<file path="src/rtl/pipe_muldiv_unit_if.sv">
// Request/result bundle between the operation stage and the mul/div unit.
// master: operation stage side; slave: pipe_muldiv_unit side.
interface pipe_muldiv_unit_if #(
    parameter int XLEN = 32
);
    logic            start;
    logic [2:0]      funct3;
    logic [XLEN-1:0] rs1Data;
    logic [XLEN-1:0] rs2Data;
    logic            cancel;
    logic            resultAccept;
    logic            busy;
    logic            resultValid;
    logic [XLEN-1:0] result;

    modport master (
        output start, funct3, rs1Data, rs2Data,
        output cancel, resultAccept,
        input  busy, resultValid, result
    );

    modport slave (
        input  start, funct3, rs1Data, rs2Data,
        input  cancel, resultAccept,
        output busy, resultValid, result
    );
endinterface

</file>
<file path="src/rtl/pipe_muldiv_unit.sv">
// Iterative RV32M mul/div unit, radix 2^BITS_PER_CYCLE, shift-add / restoring.
// Define PIPE_MULDIV_FAST_MUL_EN for single-cycle combinational multiplies.
module pipe_muldiv_unit #(
    parameter int XLEN           = 32,
    parameter int BITS_PER_CYCLE = 1
) (
    input  logic              clk,
    input  logic              rst,
    pipe_muldiv_unit_if.slave io
);
    localparam int BPC = BITS_PER_CYCLE;
    localparam int N   = XLEN / BPC;
    localparam int CW  = $clog2(N);
    localparam logic [XLEN-1:0] MIN_VAL = {1'b1, {(XLEN-1){1'b0}}};

    typedef enum logic [1:0] {IDLE, ITER, FIX, DONE} stateT;

    stateT state;
    stateT stateNext;

    logic [CW-1:0]     cnt;
    logic [2*XLEN-1:0] acc;
    logic [XLEN-1:0]   mcand;
    logic [2:0]        opReg;
    logic              negRes;
    logic [XLEN-1:0]   resultReg;

    logic            accept;
    logic            isDiv;
    logic            signedA;
    logic            signedB;
    logic            sgnA;
    logic            sgnB;
    logic            divZero;
    logic            ovf;
    logic            bypass;
    logic [XLEN-1:0] magA;
    logic [XLEN-1:0] magB;
    logic [XLEN-1:0] bypassRes;

    logic [XLEN+BPC-1:0] mulSum;
    logic [2*XLEN-1:0]   mulNext;
    logic [XLEN:0]       remT;
    logic [XLEN-1:0]     quoT;
    logic [2*XLEN-1:0]   divNext;
    logic [2*XLEN-1:0]   prodFix;
    logic [XLEN-1:0]     quoFix;
    logic [XLEN-1:0]     remFix;
    logic [XLEN-1:0]     fixRes;

    assign accept = io.start && !io.cancel &&
                    (state == IDLE ||
                     (state == DONE && io.resultAccept));

    assign isDiv   = io.funct3[2];
    assign signedA = io.funct3 inside {3'b001, 3'b010, 3'b100, 3'b110};
    assign signedB = io.funct3 inside {3'b001, 3'b100, 3'b110};
    assign sgnA    = signedA & io.rs1Data[XLEN-1];
    assign sgnB    = signedB & io.rs2Data[XLEN-1];
    assign magA    = sgnA ? -io.rs1Data : io.rs1Data;
    assign magB    = sgnB ? -io.rs2Data : io.rs2Data;

    assign divZero = isDiv && (io.rs2Data == '0);
    assign ovf     = (io.funct3 inside {3'b100, 3'b110}) &&
                     (io.rs1Data == MIN_VAL) && (&io.rs2Data);

`ifdef PIPE_MULDIV_FAST_MUL_EN
    logic [2*XLEN-1:0] fastA;
    logic [2*XLEN-1:0] fastB;
    logic [2*XLEN-1:0] fastProd;

    // Sign-extended to 2*XLEN so one unsigned product covers every variant
    assign fastA    = {{XLEN{sgnA}}, io.rs1Data};
    assign fastB    = {{XLEN{sgnB}}, io.rs2Data};
    assign fastProd = fastA * fastB;
    assign bypass   = divZero | ovf | !isDiv;
`else
    assign bypass   = divZero | ovf;
`endif

    always_comb begin
        bypassRes = '0;
        if (divZero) begin
            bypassRes = io.funct3[1] ? io.rs1Data : '1;
        end else if (ovf) begin
            bypassRes = io.funct3[1] ? '0 : MIN_VAL;
        end
`ifdef PIPE_MULDIV_FAST_MUL_EN
        else if (!isDiv) begin
            bypassRes = (io.funct3[1:0] == 2'b00) ?
                        fastProd[XLEN-1:0] :
                        fastProd[2*XLEN-1:XLEN];
        end
`endif
    end

    // Multiply: hi half accumulates, lo half shifts multiplier digits out
    always_comb begin
        mulSum = {{BPC{1'b0}}, acc[2*XLEN-1:XLEN]};
        for (int j = 0; j < BPC; j++) begin
            if (acc[j])
                mulSum = mulSum + ({{BPC{1'b0}}, mcand} << j);
        end
        mulNext = {mulSum, acc[XLEN-1:BPC]};
    end

    // Divide: hi half is the partial remainder, lo half the quotient
    always_comb begin
        remT = {1'b0, acc[2*XLEN-1:XLEN]};
        quoT = acc[XLEN-1:0];
        for (int j = 0; j < BPC; j++) begin
            remT = {remT[XLEN-1:0], quoT[XLEN-1]};
            quoT = {quoT[XLEN-2:0], 1'b0};
            if (remT >= {1'b0, mcand}) begin
                remT    = remT - {1'b0, mcand};
                quoT[0] = 1'b1;
            end
        end
        divNext = {remT[XLEN-1:0], quoT};
    end

    always_comb begin
        prodFix = negRes ? -acc : acc;
        quoFix  = negRes ? -acc[XLEN-1:0] : acc[XLEN-1:0];
        remFix  = negRes ? -acc[2*XLEN-1:XLEN] : acc[2*XLEN-1:XLEN];
        fixRes  = '0;
        unique case (1'b1)
            opReg == 3'b000:
                fixRes = prodFix[XLEN-1:0];
            !opReg[2] && (opReg[1:0] != 2'b00):
                fixRes = prodFix[2*XLEN-1:XLEN];
            opReg[2] && !opReg[1]:
                fixRes = quoFix;
            default:
                fixRes = remFix;
        endcase
    end

    always_ff @(posedge clk or negedge rst) begin
        if (!rst) state <= IDLE;
        else      state <= stateNext;
    end

    always_comb begin
        stateNext      = state;
        io.busy        = 1'b0;
        io.resultValid = 1'b0;
        unique case (state)
            IDLE: begin
                if (accept) stateNext = bypass ? DONE : ITER;
            end
            ITER: begin
                io.busy = 1'b1;
                if (cnt == CW'(N - 1)) stateNext = FIX;
            end
            FIX: begin
                io.busy   = 1'b1;
                stateNext = DONE;
            end
            DONE: begin
                io.resultValid = 1'b1;
                if (accept)               stateNext = bypass ? DONE : ITER;
                else if (io.resultAccept) stateNext = IDLE;
            end
            default: stateNext = IDLE;
        endcase
        if (io.cancel) stateNext = IDLE;
    end

    always_ff @(posedge clk or negedge rst) begin
        if (!rst) begin
            cnt       <= '0;
            acc       <= '0;
            mcand     <= '0;
            opReg     <= '0;
            negRes    <= 1'b0;
            resultReg <= '0;
        end else if (accept) begin
            cnt    <= '0;
            opReg  <= io.funct3;
            negRes <= (isDiv && io.funct3[1]) ? sgnA : (sgnA ^ sgnB);
            mcand  <= isDiv ? magB : magA;
            acc    <= {{XLEN{1'b0}}, isDiv ? magA : magB};
            if (bypass) resultReg <= bypassRes;
        end else if (state == ITER) begin
            acc <= opReg[2] ? divNext : mulNext;
            if (cnt != CW'(N - 1)) cnt <= cnt + 1'b1;
        end else if (state == FIX) begin
            resultReg <= fixRes;
        end
    end

    assign io.result = resultReg;
endmodule

</file>
<file path="src/flat_wrapper.sv">
// flat-port wrapper written by rule: the top's interface ports become plain ports
module pipe_muldiv_unit_flat 
#(
    parameter int XLEN           = 32,
    parameter int BITS_PER_CYCLE = 1
)
  (clk, rst, io_start, io_funct3, io_rs1Data, io_rs2Data, io_cancel, io_resultAccept, io_busy, io_resultValid, io_result);
  pipe_muldiv_unit_if #(.XLEN(XLEN)) io_i ();
  input  logic clk;
  input  logic rst;
  input wire logic [$bits(io_i.start)-1:0] io_start;
  input wire logic [$bits(io_i.funct3)-1:0] io_funct3;
  input wire logic [$bits(io_i.rs1Data)-1:0] io_rs1Data;
  input wire logic [$bits(io_i.rs2Data)-1:0] io_rs2Data;
  input wire logic [$bits(io_i.cancel)-1:0] io_cancel;
  input wire logic [$bits(io_i.resultAccept)-1:0] io_resultAccept;
  output wire logic [$bits(io_i.busy)-1:0] io_busy;
  output wire logic [$bits(io_i.resultValid)-1:0] io_resultValid;
  output wire logic [$bits(io_i.result)-1:0] io_result;
  assign io_i.start = io_start;
  assign io_i.funct3 = io_funct3;
  assign io_i.rs1Data = io_rs1Data;
  assign io_i.rs2Data = io_rs2Data;
  assign io_i.cancel = io_cancel;
  assign io_i.resultAccept = io_resultAccept;
  assign io_busy = io_i.busy;
  assign io_resultValid = io_i.resultValid;
  assign io_result = io_i.result;
  pipe_muldiv_unit #(.XLEN(XLEN), .BITS_PER_CYCLE(BITS_PER_CYCLE)) u_core (.clk(clk), .rst(rst), .io(io_i));
endmodule
</file>
<file path="config.mk">
export PLATFORM = sky130hd
export DESIGN_NAME = pipe_muldiv_unit_flat
export DESIGN_NICKNAME = d
export VERILOG_FILES = /design/src/rtl/pipe_muldiv_unit_if.sv /design/src/rtl/pipe_muldiv_unit.sv /design/src/flat_wrapper.sv
export SDC_FILE = /design/constraint.sdc
export NUM_CORES = 1
export LEC_CHECK = 0
export BUFFER_PORTS_ARGS = -buffer_cell sky130_fd_sc_hd__buf_2
export CAP_MARGIN = 20
export CORE_MARGIN = 2
export CORE_UTILIZATION = 64
export CTS_BUF_LIST = sky130_fd_sc_hd__clkbuf_4 sky130_fd_sc_hd__clkbuf_8
export DETAILED_ROUTE_END_ITERATION = 16
export PLACE_DENSITY_LB_ADDON = 0.05
export SETUP_SLACK_MARGIN = 0.1
export SYNTH_ARGS = -nofsm -noshare
export SYNTH_HDL_FRONTEND = slang
export SYNTH_SLANG_ARGS = --single-unit
</file>
<file path="constraint.sdc">
create_clock -name clk -period 4.35 [get_ports clk]
set_input_delay 1.305 -clock clk [delete_from_list [all_inputs] [get_ports clk]]
set_output_delay 1.305 -clock clk [all_outputs]
set_load 0.01 [all_outputs]
</file>
==> out/summary.txt <==
Outcome -> finished, final reports clean
Synth unique cells -> 91
Root buf cell -> clkbuf_8
Relative slew slack -> 35.1%
Reg clk slew, reported paths -> 0.10 ns
Minimum clock period -> 3.85 ns
Sequential share of the synthesized area -> 23.2%
Worst EP arrival -> 4.27 ns
DR vias/cell -> 7.06
Hold-fix buffers, CTS -> 0
I/O pins -> 106
Crit Path Category -> in -> reg
Final Hold Fails -> 0
HPWL after DPL -> 43.6 mm
Crit end category -> flip-flop
Tightest Pin Transition -> 0.970 ns
P_leak -> 0.00688 uW
H-tree depth -> 4
Initial antenna violation count -> 0
Clk_lat worst skew -> 0.49 ns
Detailed Route Iter0 Violations -> 2,592
CP required -> 4.77 ns
Die Y -> 157 microns
Starting density of the core -> 64.5%
Total power -> 14,300 uW
Wire per inst -> 24.3 microns
Final instance area -> 0.0162 sq mm
Worst Skew -> 0.0265 ns
Die W -> 157 microns
Gpl congestion -> 1.02
Die area -> 0.0247 sq mm
Count of final setup violators -> 0
CP Max Fanout -> 9
Maximum VDD drop -> 0.000551 V
Final non-filler cell total -> 2,363
Fmax -> 260 MHz
Yosys top cell area share -> 23.2%
Vias -> 16,700
Area of placed instances -> 0.0159 sq mm
Crit start category -> input pin
Mapped Cells -> 1,988
IO Port Bufs -> 105
Ys flop type -> dfrtp_1
CTS tree -> done
Global Route Usage Sum -> 46.2%
Max-slew violations -> 0
Row cnt -> 56
Vias in the first global route -> 14,700
CTS buffer count -> 17
Setup TNS -> 0 ns
Routed WL -> 57.5 mm
ANT cells -> 0
Biggest area consumer among synthesized cells -> dfrtp_1
Share of cells above drive strength 1 -> 12.3%
Mapped Avg Cell Area -> 7.55 sq um
Final Util -> 69.8%
GRT overflow -> 0
Synthesized area -> 0.0150 sq mm
Synth-to-Final Area Change -> 8.16%
Area contributors post-synth -> dfrtp_1 23%, o21ai_0 7.4%, ha_1 6.3%
Worst min path class -> reg -> reg
DRC viols -> 0
CORE AREA -> 0.0233 sq mm
RSZ-0062 raised after global routing -> false
EDFF count, synth -> 0
MaxCap Viol Count -> 0
Post-route ant nets -> 0
Clock sinks -> 139
Tcrit/Tclk final -> 88.5%
Register bit total from synthesis -> 139
Post-CTS setup buffers -> 0
First-pass GRT wire length -> 86.6 mm
First-pass iteration count of the detailed router -> 7
Mapped Nets -> 2,138
Cell with the most instances after synthesis -> nand2_1
Power density over cell area -> 881 mW/mm^2
Dpl cells -> 2,331
Synth top cells by count -> 230 x nand2_1, 221 x o21ai_0, 145 x a21oi_1
Largest net degree at the start of global routing -> 109
Post_cts resized -> 0
Fill count -> 2,061
Async SR Flop Fraction -> 100%
Nets -> 2,181
Max clock buf depth -> 2
Yosys warns -> 0
[flip-flops by register name, summed over array words and instances (netlist names)]
| signal | cells |
|---|---|
| u_core.cnt | 5 |
| u_core.state | 2 |
| u_core.mcand | 32 |
| u_core.opReg | 3 |
| u_core.acc | 64 |
| u_core.io.result | 32 |
| u_core.negRes | 1 |
[worst max-delay path, stage by stage]
cell and delay [ns]:
buf_2 0.13, nor4_1 0.39, nand4_1 0.27, or3_1 0.59, nor4_4 0.53, and2_0 0.46, a21oi_1 0.17, a21oi_1 0.16
o221ai_1 0.12, nand3_1 0.12
[worst paths after layout]
check / start / endpoint / depth (start not counted) / slack (ns)
worst max-delay path: io_rs2Data[8] / u_core.io.result[15] / 10 / 0.50
worst min register to register: u_core.io.result[19] / u_core.io.result[19] / 2 / 0.49
worst max register to register: u_core.acc[41] / u_core.acc[0] / 11 / 0.72
worst min-delay path: u_core.io.result[19] / u_core.io.result[19] / 2 / 0.49
min in group asynchronous: rst / u_core.acc[56] / 1 / 0.74
max in group asynchronous: rst / u_core.negRes / 2 / 2.73
[routing by layer]
layer	up-vias	global-route usage (%)	wire length (microns)	share of wire (%)
met2	1289	65.0	23400	41
met1	7760	64.7	22700	40
met4	0	25.5	3520	6.1
li1	7382	-	-	-
met3	242	11.2	7850	14
met5	-	0	0	0
[power breakdown]
part           switching, uW  internal, uW
Sequential               956          1890
Clock                    654           422
Combinational           6470          3900
Total                   8080          6220
[layout make-up]
type                       count  area [sq um]  area share, %
timing repair buffer         161           977           6.02
sequential                   139          3480           21.4
multi-input combinational   1639         10700           66.1
clock inverter                14           125          0.771
inverter                      73           274           1.69
tap                          319           399           2.46
clock buffer                  18           241           1.49
[per-stage QoR]
| step | hold slack [ns] | worst slack, ns |
|---|---|---|
| after CTS | 0.493 | 0.600 |
| after global routing | 0.519 | 0.261 |
| after floorplan | 0.463 | 0.786 |
| final | 0.489 | 0.502 |
| after detailed placement | 0.471 | 0.111 |
| after global placement | 0.463 | 0.208 |
[layout by cell type (no fill, tap or decap), drive strengths merged, types with 22 or more instances in the layout]
cell type / netlist / layout
o21ai: 246 / 246
nand2: 233 / 233
buf: 25 / 161
a21oi: 148 / 148
dfrtp: 139 / 139
nor2: 133 / 133
xnor2: 97 / 97
inv: 72 / 80
ha: 76 / 76
xor2: 72 / 72
o211ai: 59 / 59
mux2i: 52 / 52
o31ai: 40 / 40
nor3: 37 / 37
a211oi: 32 / 32
nand3: 32 / 32
a21o: 30 / 30
or3: 27 / 27
a31oi: 22 / 22
nand4: 22 / 22
[logic make-up (layout without fill, tap and decap cells)]
| family | count (synthesis) | in the layout | synth area share, % |
|---|---|---|---|
| AOI/OAI and AO/OA | 714 | 714 | 30.5 |
| xor gates and xnor gates | 169 | 169 | 9.86 |
| adders and majority gates | 78 | 78 | 6.60 |
| buffers and inverters | 210 | 266 | 5.37 |
| DFF | 139 | 139 | 23.2 |
| muxes | 60 | 60 | 4.07 |
| and+or+nand+nor | 618 | 618 | 20.4 |
Note: power is estimated with default switching activity, not from simulation.
